<file path="src/rtl/array_loader_pkg.sv">
// -----------------------------------------------------------------------------
// array_loader_pkg
//   Shared definitions for the array loader: the controller state encoding
//   and the default element / address widths.
//   Optional feature macro used by the top: ARRAY_LOADER_RUN_COUNT_EN.
// -----------------------------------------------------------------------------
package array_loader_pkg;

  localparam int unsigned DATA_W_DEF  = 32;
  localparam int unsigned ADDR_W_DEF  = 4;
  localparam int unsigned RUN_COUNT_W = 8;

  typedef enum logic [1:0] {
    LOAD   = 2'd0,
    START  = 2'd1,
    WAIT   = 2'd2,
    RESULT = 2'd3
  } state_e;

endpackage : array_loader_pkg

</file>
<file path="src/rtl/array_loader_counter.sv">
// -----------------------------------------------------------------------------
// loader_counter
//   Element count register for the array loader. Counts accepted elements
//   from 0 up to 2**ADDR_W and reports when the array is full.
//
//   Ports
//     clk_i    : clock, rising edge
//     rst_i    : asynchronous active-high reset, clears the count
//     clr_i    : synchronous clear (takes priority over inc_i)
//     inc_i    : count one accepted element (ignored while full)
//     count_o  : current element count, ADDR_W+1 bits wide
//     full_o   : count equals 2**ADDR_W
// -----------------------------------------------------------------------------
module loader_counter
  import array_loader_pkg::*;
#(
  parameter int unsigned ADDR_W = ADDR_W_DEF
) (
  input  logic            clk_i,
  input  logic            rst_i,
  input  logic            clr_i,
  input  logic            inc_i,
  output logic [ADDR_W:0] count_o,
  output logic            full_o
);

  logic [ADDR_W:0] count_q;
  logic [ADDR_W:0] count_d;

  // The count never exceeds 2**ADDR_W, so the top bit alone marks "full".
  assign full_o  = count_q[ADDR_W];
  assign count_o = count_q;

  // NOTE: every variable assigned in an always_comb gets a default first;
  // a missing branch would otherwise hold the old value and infer a latch.
  always_comb begin
    count_d = count_q;
    if (clr_i) begin
      count_d = '0;
    end else if (inc_i && !full_o) begin
      count_d = count_q + {{ADDR_W{1'b0}}, 1'b1};
    end
  end

  // NOTE: state registers use non-blocking assignments so every flop samples
  // the pre-edge values regardless of block evaluation order.
  always_ff @(posedge clk_i or posedge rst_i) begin
    if (rst_i) begin
      count_q <= '0;
    end else begin
      count_q <= count_d;
    end
  end

endmodule : loader_counter

</file>
<file path="src/rtl/array_loader.sv">
// -----------------------------------------------------------------------------
// array_loader
//   Streams elements from a producer into an external array memory, then
//   hands the element count to a sortedness checker and latches its verdict.
//   Controller states: LOAD -> START -> WAIT -> RESULT.
//
//   Ports
//     clock, reset          : clock (rising edge), async active-high reset
//     in_valid, in_data     : producer element
//     in_ready              : element accepted this cycle (LOAD, not full,
//                             no commit)
//     commit                : end of array, start a check run
//     mem_we/addr/wdata     : write port into the array memory
//     length                : element count frozen at commit
//     go                    : checker go, registered; 1->0 starts a run
//     chk_done, chk_sorted  : checker completion and verdict
//     result_valid/_sorted  : latched outcome of the last run
//     overflow              : sticky, an element arrived while full
//     run_count             : completed runs, saturating at 255
//                             (only with ARRAY_LOADER_RUN_COUNT_EN defined)
// -----------------------------------------------------------------------------
module array_loader
  import array_loader_pkg::*;
#(
  parameter int unsigned DATA_W = DATA_W_DEF,
  parameter int unsigned ADDR_W = ADDR_W_DEF
) (
  input  logic              clock,
  input  logic              reset,
  input  logic              in_valid,
  input  logic [DATA_W-1:0] in_data,
  output logic              in_ready,
  input  logic              commit,
  output logic              mem_we,
  output logic [ADDR_W-1:0] mem_addr,
  output logic [DATA_W-1:0] mem_wdata,
  output logic [ADDR_W:0]   length,
  output logic              go,
  input  logic              chk_done,
  input  logic              chk_sorted,
  output logic              result_valid,
  output logic              result_sorted,
`ifdef ARRAY_LOADER_RUN_COUNT_EN
  output logic [RUN_COUNT_W-1:0] run_count,
`endif
  output logic              overflow
);

  state_e          state_q, state_d;
  logic [ADDR_W:0] length_q, length_d;
  logic            go_q, go_d;
  logic            rvalid_q, rvalid_d;
  logic            rsorted_q, rsorted_d;
  logic            ovf_q, ovf_d;

  logic [ADDR_W:0] count;
  logic            full;
  logic            accept;
  logic            cnt_clr;
  logic            ready_c;

  loader_counter #(
    .ADDR_W (ADDR_W)
  ) u_counter (
    .clk_i   (clock),
    .rst_i   (reset),
    .clr_i   (cnt_clr),
    .inc_i   (accept),
    .count_o (count),
    .full_o  (full)
  );

  always_comb begin
    state_d   = state_q;
    length_d  = length_q;
    rvalid_d  = rvalid_q;
    rsorted_d = rsorted_q;
    ovf_d     = ovf_q;
    ready_c   = 1'b0;
    accept    = 1'b0;
    cnt_clr   = 1'b0;

    unique case (state_q)
      LOAD: begin
        // Commit wins over a same-cycle element. Reset gating keeps the
        // write strobe quiet while reset is held.
        ready_c = !full && !commit && !reset;
        accept  = in_valid && ready_c;
        if (commit) begin
          state_d  = START;
          length_d = count;
        end else if (in_valid && full) begin
          ovf_d = 1'b1;
        end
      end
      START: begin
        state_d = WAIT;
      end
      WAIT: begin
        if (chk_done) begin
          state_d   = RESULT;
          rvalid_d  = 1'b1;
          rsorted_d = chk_sorted;
        end
      end
      RESULT: begin
        // A new element restarts loading from address 0; it is only taken
        // in the following LOAD cycle, so the producer simply holds it.
        if (in_valid) begin
          state_d  = LOAD;
          cnt_clr  = 1'b1;
          rvalid_d = 1'b0;
          ovf_d    = 1'b0;
        end else if (commit) begin
          state_d  = START;
          rvalid_d = 1'b0;
          ovf_d    = 1'b0;
        end
      end
      default: begin
        state_d = LOAD;
      end
    endcase

    // go is low exactly while the controller sits in START; registering
    // the decoded next state keeps every input off the go path.
    go_d = (state_d != START);
  end

  always_ff @(posedge clock or posedge reset) begin
    if (reset) begin
      state_q   <= LOAD;
      length_q  <= '0;
      go_q      <= 1'b1;
      rvalid_q  <= 1'b0;
      rsorted_q <= 1'b0;
      ovf_q     <= 1'b0;
    end else begin
      state_q   <= state_d;
      length_q  <= length_d;
      go_q      <= go_d;
      rvalid_q  <= rvalid_d;
      rsorted_q <= rsorted_d;
      ovf_q     <= ovf_d;
    end
  end

`ifdef ARRAY_LOADER_RUN_COUNT_EN
  logic [RUN_COUNT_W-1:0] run_cnt_q, run_cnt_d;

  always_comb begin
    run_cnt_d = run_cnt_q;
    if (state_q == WAIT && chk_done && run_cnt_q != {RUN_COUNT_W{1'b1}}) begin
      run_cnt_d = run_cnt_q + {{(RUN_COUNT_W-1){1'b0}}, 1'b1};
    end
  end

  always_ff @(posedge clock or posedge reset) begin
    if (reset) begin
      run_cnt_q <= '0;
    end else begin
      run_cnt_q <= run_cnt_d;
    end
  end

  assign run_count = run_cnt_q;
`endif

  // Write port is combinational so an element lands in the same cycle it
  // is accepted. The array memory itself lives outside and is never reset.
  assign in_ready      = ready_c;
  assign mem_we        = accept;
  assign mem_addr      = count[ADDR_W-1:0];
  assign mem_wdata     = in_data;
  assign length        = length_q;
  assign go            = go_q;
  assign result_valid  = rvalid_q;
  assign result_sorted = rsorted_q;
  assign overflow      = ovf_q;

endmodule : array_loader

</file>
<file path="config.mk">
export PLATFORM = sky130hd
export DESIGN_NAME = array_loader
export DESIGN_NICKNAME = d
export VERILOG_FILES = /design/src/rtl/array_loader_pkg.sv /design/src/rtl/array_loader_counter.sv /design/src/rtl/array_loader.sv
export SDC_FILE = /design/constraint.sdc
export NUM_CORES = 1
export LEC_CHECK = 0
export BUFFER_PORTS_ARGS = -buffer_cell sky130_fd_sc_hd__buf_4
export CORE_MARGIN = 5
export CORE_UTILIZATION = 31
export CTS_CLUSTER_DIAMETER = 150
export DETAILED_ROUTE_END_ITERATION = 7
export GPL_TIMING_DRIVEN = 0
export PLACE_DENSITY = 0.73
export SYNTH_ARGS = -nofsm -noshare
export SYNTH_HDL_FRONTEND = slang
export SYNTH_SLANG_ARGS = --single-unit
</file>
<file path="constraint.sdc">
create_clock -name clock -period 3.8 [get_ports clock]
set_clock_uncertainty 0.2 [all_clocks]
set_input_delay 0.19 -clock clock [delete_from_list [all_inputs] [get_ports clock]]
set_output_delay 0.19 -clock clock [all_outputs]
set_load 0.01 [all_outputs]
</file>
# --- Yosys cells after proc, flatten, opt, wreduce, memory -nomap -nowiden ---
# Index checks and enable logic that the tools add are counted.
totals:
  mem_bits_ro: 0
  out_inout_bits: 47
  memories: 0
  in_bits: 38
  register_bits: 16
  ramBits: 0
  word_cells: 49
  latch_bits: 0
classes:
  bitwise_logic: 0
  muxes: 17
  n_shift: 0
  n_eq_ne: 8
  order_cmp: 0
  n_reduce_logical: 16
  mul: 0
  div_mod_pow: 0
  addsub: 1
op_table:
  columns: ["operator", "count"]
  rows:
  - ["5-bit 2-to-1 mux", 2]
  - ["1-bit 2-to-1 mux", 9]
  - ["2-bit one-hot mux with 4 select lines", 1]
  - ["2-bit 2-to-1 mux", 3]
  - ["2-bit inequality test, second input constant", 3]
  - ["2-bit nonzero test", 3]
  - ["5-bit by 1-bit adder with 5-bit output, second input constant", 1]
  - ["1-bit logical AND", 5]
  - ["2-bit == test, second input constant", 2]
  - ["1-bit one-hot mux with 2 select lines", 2]
  - ["2-bit AND reduction", 2]
  - ["4-bit AND reduction", 1]
  - ["1-bit zero test", 3]
  - ["3-bit inequality test, second input constant", 1]
  - ["3-bit AND reduction", 1]
  - ["2-bit by 1-bit == test with 1-bit output, second input constant", 1]
  - ["2-bit zero test", 1]
  - ["2-bit by 1-bit inequality test with 1-bit output, second input constant", 1]

# --- Longest topological paths before layout ---
# Gate-level depths: netlist of the first run.
depth:
  ltp_word: 8
  depth_mapped: 5
  mapped_depth_nobuf: 3

# --- Hierarchy ---
# From an unflattened synthesis of the first run, not the netlist that was laid out.
hier_totals:
  hier_cells: 94
  area_unflattened_um2: 989.7
by_module_without_submodules:
  columns: ["mod", "seq_area_each_um2", "area_per_inst_um2", "n_inst", "cells_each"]
  rows:
  - ["array_loader", 276.5, 747.0, 1, 72]
  - ["loader_counter", 125.1, 242.7, 1, 22]

# --- Least setup slack after synthesis of the first run ---
# No wires, ideal clock.
synth_path:
  kind: "flip-flop to flip-flop"
  startpoint: "reg state_q[1]"
  endpoint: "reg u_counter.count_q[3], in the netlist u_counter.count_o[3]"
  path_stages_with_launch: 5
  n_path_buf: 1
  synth_period_minus_slack_ps: 1857
  setup_ps: 77
  t_required_ps: 3523
  path_slack_ps: 1943
  arrival_time_ps: 1580
  path_cell_list: "dfrtp_1 > or4_1 > buf_2 > or4_1 > a21oi_1"
synth_via:
  elab_chain_len: 4
  elab_cells_between_ends: 7
  cone_classes: "eq/ne (1); mux (3); reduce/logical (3)"
synth_lines:
  columns: ["element", "line", "text"]
  rows:
  - ["start, declared", "array_loader.sv:49", "state_e state_q, state_d;"]
  - ["start signal, assigned", "array_loader.sv:139", "state_q <= state_d;"]
  - ["2-bit zero test", "array_loader.sv:83", "unique case (state_q)"]
  - ["1-bit 2-to-1 mux", "array_loader.sv:83", null]
  - ["1-bit logical AND", "array_loader_counter.sv:40", "end else if (inc_i && !full_o) begin"]
  - ["2-bit nonzero test (no source line)", null, null]
  - ["end signal, assigned", "array_loader_counter.sv:51", "count_q <= count_d;"]
  - ["end, declared", "array_loader_counter.sv:27", "logic [ADDR_W:0] count_q;"]
# Several ways; a longest one is shown, not always the timed one.
# A chain may end at the register's enable or synchronous reset.

# --- Final worst setup path of the first run ---
layout_path:
  startpoint: "in reset"
  endpoint: "out in_ready"
layout_via:
  elab_chain_len: 3
layout_lines:
  columns: ["element", "line", "text"]
  rows:
  - ["start, declared", "array_loader.sv:29", "input logic reset,"]
  - ["1-bit zero test (no source line)", null, null]
  - ["1-bit logical AND", "array_loader.sv:87", "ready_c = !full && !commit && !reset;"]
  - ["1-bit 2-to-1 mux", "array_loader.sv:83", null]
  - ["end, declared", "array_loader.sv:32", "output logic in_ready,"]
# No other way between the ends.

==> results of run 1 <==
==> worst min-delay path by stage <==
stage,start,endpoint
2_1_floorplan,reset,length[0]
3_3_place_gp,reset,result_valid
3_5_place_dp,reset,result_valid
4_1_cts,chk_done,result_valid
5_1_grt,chk_done,result_valid
6_report,chk_done,result_valid
==> cells in the final DEF, fill, tap and decap left out, drive strengths merged <==
cell type	count
buf	85
dfrtp	15
o21ai	7
clkbuf	7
nand2	6
nor2	6
mux2	6
a21oi	4
nand3	4
nand2b	3
or4	2
dlygate4sd3	2
and2	1
nor2b	1
nor4	1
mux2i	1
o31ai	1
and3	1
o211a	1
a21boi	1
or2	1
o22ai	1
inv	1
or3	1
and4bb	1
ha	1
dfstp	1
==> power by group through the flow <==
stage	logic (mW)	registers, mW	clock network [mW]
global placement	0.262	0.244	0
floorplan	0.144	0.258	0
CTS	0.270	0.244	0.113
finish	0.267	0.243	0.110
detailed placement	0.267	0.248	0
global route	0.292	0.250	0.123
==> stage by stage <==
stage / total power [mW] / util [%]
after CTS: 0.627 / 48.8
after global placement: 0.506 / 46.9
after detailed placement: 0.515 / 46.9
after global routing: 0.665 / 48.8
after floorplan: 0.401 / -
final: 0.620 / 48.8
==> cells by family after synthesis <==
logic type	share of synthesized area, %
simple gates	15.1
buf+inv	26.4
mux	7.86
fa+ha+maj	1.27
flops	40.7
compound gates	8.75
==> state kept, by name, indices dropped and copies added, names as in the netlist <==
name / flops
go: 1
length: 5
u_counter.count_o: 5
result_sorted: 1
result_valid: 1
state_q: 2
overflow: 1
==> tightest hold or removal path, cell delays in order <==
cell,delay (ns)
buf_4,0.09
a21oi_1,0.05
o21ai_0,0.13
==> what timing repair did <==
| item | 4_1_cts | 5_1_grt |
|---|---|---|
| hold buffers | 2 | 0 |
| gates resized for setup | 0 | 0 |
| hold endpoints to repair | 16 | 0 |
==> metal layers <==
metal  up-vias  global-route usage (%)
li1        436                       -
met1       395                    9.26
met2        46                    20.8
met3         4                    3.23
met4         0                    6.09
met5         -                       0
==> layout make-up <==
cell class                 count  share of cell area [%]
sequential                    16                    27.0
tap                           44                    3.70
inverter                       1                   0.252
timing repair buffer          54                    27.6
buffer                        36                    17.2
clock buffer                   4                    2.44
multi-input combinational     51                    21.8
==> impl_metrics.toml, run 1 <==
[worst_setup_path]
r2r_end = "u_counter.count_o[3]"
reg2reg_depth = 4
cpMostUsedCell = "buf_4"
critPathCaptureType = "output port"
path_class = "input pin to output port"
cp_max_fo = 7
max_stage_delay_ns = 0.54
rrSetupSlack_ns = 1.85
crit_path_start = "reset"
cp.depth = 6
path_buf_inv = 4
cp-start-kind = "input pin"
arrival_ns = 1.65
cp_slowest_cell = "dlygate4sd3_1"
reg2reg_from = "state_q[1]"
endpoint = "in_ready"
critPathRequiredTime_ns = 3.41
cp_cell_sequence = "dlygate4sd3_1 -> buf_4 -> or4_1 -> buf_2 -> nor2_1 -> buf_4"
crit_family = "buffers and inverters"

[timing]
setup_violations = 0
max_freq_mhz = 491
fin_ws_ns = 1.76
max_slew.worst_pin.slew_ns = 0.593
fin_crit_sh_pct = 53.6
fin_crit_ns = 2.04
grt_setup_unrepaired = "false"
hold_viol = 0
relSlewSlack_pct = 60.4
maxSlewViolCount = 0
setup-tns-final_ns = 0
whs_ns = 0.0170

[global_routing]
grt_max_degree = 17
grt_overflow = 0
track_usage_pct = 10.6
grt_pass1_wl_um = 3620
grt_pass1_vias = 843
antenna_found_initial = 0

[synth]
ys_async_sr_fraction_pct = 100
synth_top_area_cell = "dfrtp_1"
synthesis.nets = 143
synth_edf_count = 0
synthTopCellsByArea = "dfrtp_1 38%, buf_4 24%, mux2_2 6.8%"
syn_inst = 104
synth_top_area_share_pct = 38.0
synth.most_common_cell = "buf_4"
ys_seq_elements = 16
syn_area_per_cell_um2 = 9.49
yosysUniqueCellTypes = 27
ys_warn_count = 0
synth_area_um2 = 987
ys_seq_area_share_pct = 40.7
synthTopCellsByCount = "32 x buf_4, 15 x dfrtp_1, 7 x o21ai_0"
dominantRegCellSynth = "dfrtp_1"

[hold_path]
hold_path_depth = 3
hold_class = "input pin to flip-flop"

[die]
row_count = 20
die_area_um2 = 4410
initial_core_util_pct = 32.3
dieHeight_um = 66.4
core_um2 = 3050
die_w_um = 66.4
ios = 85

[outcome]
status = "completed"

[detailed_routing]
vias_per_cell = 4.28
routed_wl_um = 2460
met1_length_um = 791
postRouteAntennaNets = 0
post-route-drc-count = 0
drt-pass1-iter-count = 4
wl_met2_um = 1320
drt_iter0_drc = 23
met3_length_um = 299
vias = 881
highest_layer = "met4"
wire_per_inst_um = 11.9

[layout]
multi_input_area_um2 = 325
nFillCells = 288
final_area_um2 = 1490
nets = 202
regArea_um2 = 402
antenna_cells = 0
area.growth.synth_to_final_pct = 50.8
drive_gt1_share_pct = 60.5
stdcell_count = 206

[placed_design]
place_area_um2 = 1430
dp_slack_ns = 1.88
place_congestion = 0.779
placed_cells = 200
io_buffers = 52
dp_hpwl_um = 2060

[pwr]
clkPwrFrac_pct = 17.7
power_frac_comb_pct = 43.1
seq_power_share_pct = 39.3
p_sw_uw = 202
swShare_pct = 32.6
power.leakage_nw = 0.792
power.density_nw_per_um2 = 416
intPower_uw = 418
ir_drop_uv = 196

[job]
cap_violations = 0

[clocking]
cts_max_level = 1
clock-sinks = 16
cts_buffer_depth = 2
cts_tree = "done"
clk_pin_slew_worst_paths_ns = 0.09
clkLatencyLatePin_ns = 0.28
post_cts_buffers = 0
cts_buffers = 3
cts-root-buf = "clkbuf_4"
No activity file was read; power rests on OpenSTA's default activity.
==> run 2: changes to the inputs <==
PLACE_DENSITY = 0.75   (was 0.73)
clock period = 1.68 ns   (was 3.8 ns; I/O delays follow)
==> run 2 against run 1 <==
- the run now ends with setup timing left
- first-iteration DRC count shrank 26%
- cell area grew 7.6%
- flip-flop and latch count is the same
==> impl_metrics.toml, run 2 (synthesis gave the netlist of run 1 again) <==
[worst_setup_path]
cp-start-kind = "flip-flop"
reg2reg_from = "state_q[0]"
cp_max_fo = 6
rrSetupSlack_ns = -0.10
critPathRequiredTime_ns = 1.70
path_class = "flip-flop to flip-flop"
r2r_end = "u_counter.count_o[3]"
reg2reg_depth = 3
crit_path_start = "state_q[0]"
critPathCaptureType = "flip-flop"
endpoint = "u_counter.count_o[3]"
arrival_ns = 1.80

[layout]
drive_gt1_share_pct = 63.7
final_common_cell = "buf_4"
nFillCells = 292
final_area_um2 = 1600
mostFrequentLayoutCells = "86 x buf_4, 15 x dfrtp_1, 7 x dlygate4sd3_1"
area.growth.synth_to_final_pct = 62.2
antenna_cells = 0
nets = 208

[die]
dieHeight_um = 66.4
initial_core_util_pct = 32.3
ios = 85
die_area_um2 = 4410
core_um2 = 3050
row_count = 20
die_w_um = 66.4

[global_routing]
grt_pass1_wl_um = 4190
track_usage_pct = 12.5
use_met2_pct = 23.8
grt_pass1_vias = 925
grt_max_degree = 16
antenna_found_initial = 0
top_usage_layer = "met2"
grt_use_met3_pct = 2.38
grt_overflow = 0
grtUsageMet1_pct = 12.3

[clocking]
clk_pin_slew_worst_paths_ns = 0.09
cts_tree = "done"
clkLatencyLatePin_ns = 0.28
clock-sinks = 16
cts-root-buf = "clkbuf_4"
cts_buffers = 3
cts_max_level = 1
cts_buffer_depth = 2

[detailed_routing]
post-route-drc-count = 0
drt-pass1-iter-count = 4
drt_iter0_drc = 17
routed_wl_um = 2820
vias_per_cell = 4.35
vias = 923
wire_per_inst_um = 13.3
postRouteAntennaNets = 0

[placed_design]
dp_hpwl_um = 2130
place_congestion = 0.783
io_buffers = 52
place_area_um2 = 1430

[pwr]
ir_drop_uv = 459
p_sw_uw = 518
power.density_nw_per_um2 = 951
power.leakage_nw = 0.836
swShare_pct = 34.0
clkPwrFrac_pct = 16.5
intPower_mw = 1.01
seq_power_share_pct = 36.4
power_frac_comb_pct = 47.1

[timing]
setup-tns-final_ns = -0.249
max_slew.worst_pin.slew_ns = 0.665
fin_ws_ns = -0.100
setup_violations = 4
fin_crit_ns = 1.78
grt_setup_unrepaired = "true"
hold_viol = 0
fin_crit_sh_pct = 106
relSlewSlack_pct = 55.6
max_freq_mhz = 562
maxSlewViolCount = 0

[job]
cap_violations = 0

[hold_path]
worstHoldStart = "commit"
hold_class = "input pin to flip-flop"

[outcome]
status = "complete, but fails checks"
violations = "setup timing"
==> run 2: cell types whose count changed in the layout (fill, tap and decap cells not counted), moves of 2 or more <==
cell	before	now
nor2_4	0	2
dlygate4sd3_1	2	7
nor2_1	6	3
clkbuf_1	3	0
buf_4	84	86
buf_6	0	2
==> run 2: cell type report <==
type,instances,area (µm²),share of cell area (%)
timing repair buffer,61,483,30.2
sequential,16,402,25.1
multi-input combinational,51,362,22.6
buffer,35,260,16.2
tap,44,55.1,3.44
clock buffer,4,36.3,2.27
inverter,1,3.75,0.234
==> run 2: what timing repair did <==
action                                  in CTS  in global routing
pin swaps                                    0                  4
hold buffers                                 7                  0
endpoints found under the hold margin       23                  0
setup buffers                                2                  0
resized for setup                            9                 12
endpoints found under the setup margin      10                 13
==> run 2: how the worst min path moves through the flow <==
stage / to / cells past startpoint
after global routing: go / 4
after detailed placement: result_valid / 2
after CTS: go / 4
final: go / 4
after floorplan: length[0] / 1
after global placement: result_valid / 2
==> run 2: power by group through the flow <==
| stage | logic (mW) | registers, mW | clock network [mW] |
|---|---|---|---|
| final | 0.718 | 0.555 | 0.251 |
| after global routing | 0.776 | 0.569 | 0.281 |
| after CTS | 0.676 | 0.549 | 0.255 |
| after detailed placement | 0.610 | 0.558 | 0 |
| after global placement | 0.595 | 0.554 | 0 |
| after floorplan | 0.327 | 0.582 | 0 |
==> run 2: metal layers <==
metal / vias up / wire, µm
met5: - / 0
met4: 0 / 64
met3: 4 / 230
met2: 40 / 1580
met1: 431 / 938
li1: 448 / -
==> run 2: critical path, stage by stage, from the launching register on <==
cell and delay (ns):
dfrtp_1 0.40, or4_4 0.54, or4_1 0.42, a21oi_1 0.15
==> run 2: stage by stage <==
step	power, mW	worst slack (ns)	instances	hold slack, ns	utilization (%)
2_1_floorplan	0.909	-0.0910	104	-0.203	-
3_3_place_gp	1.15	-0.141	200	0.000218	47.0
3_5_place_dp	1.17	-0.156	200	0.00672	47.0
4_1_cts	1.48	-0.154	213	0.0656	51.8
5_1_grt	1.63	-0.130	212	0.0509	52.5
6_report	1.52	-0.100	212	0.0427	52.5
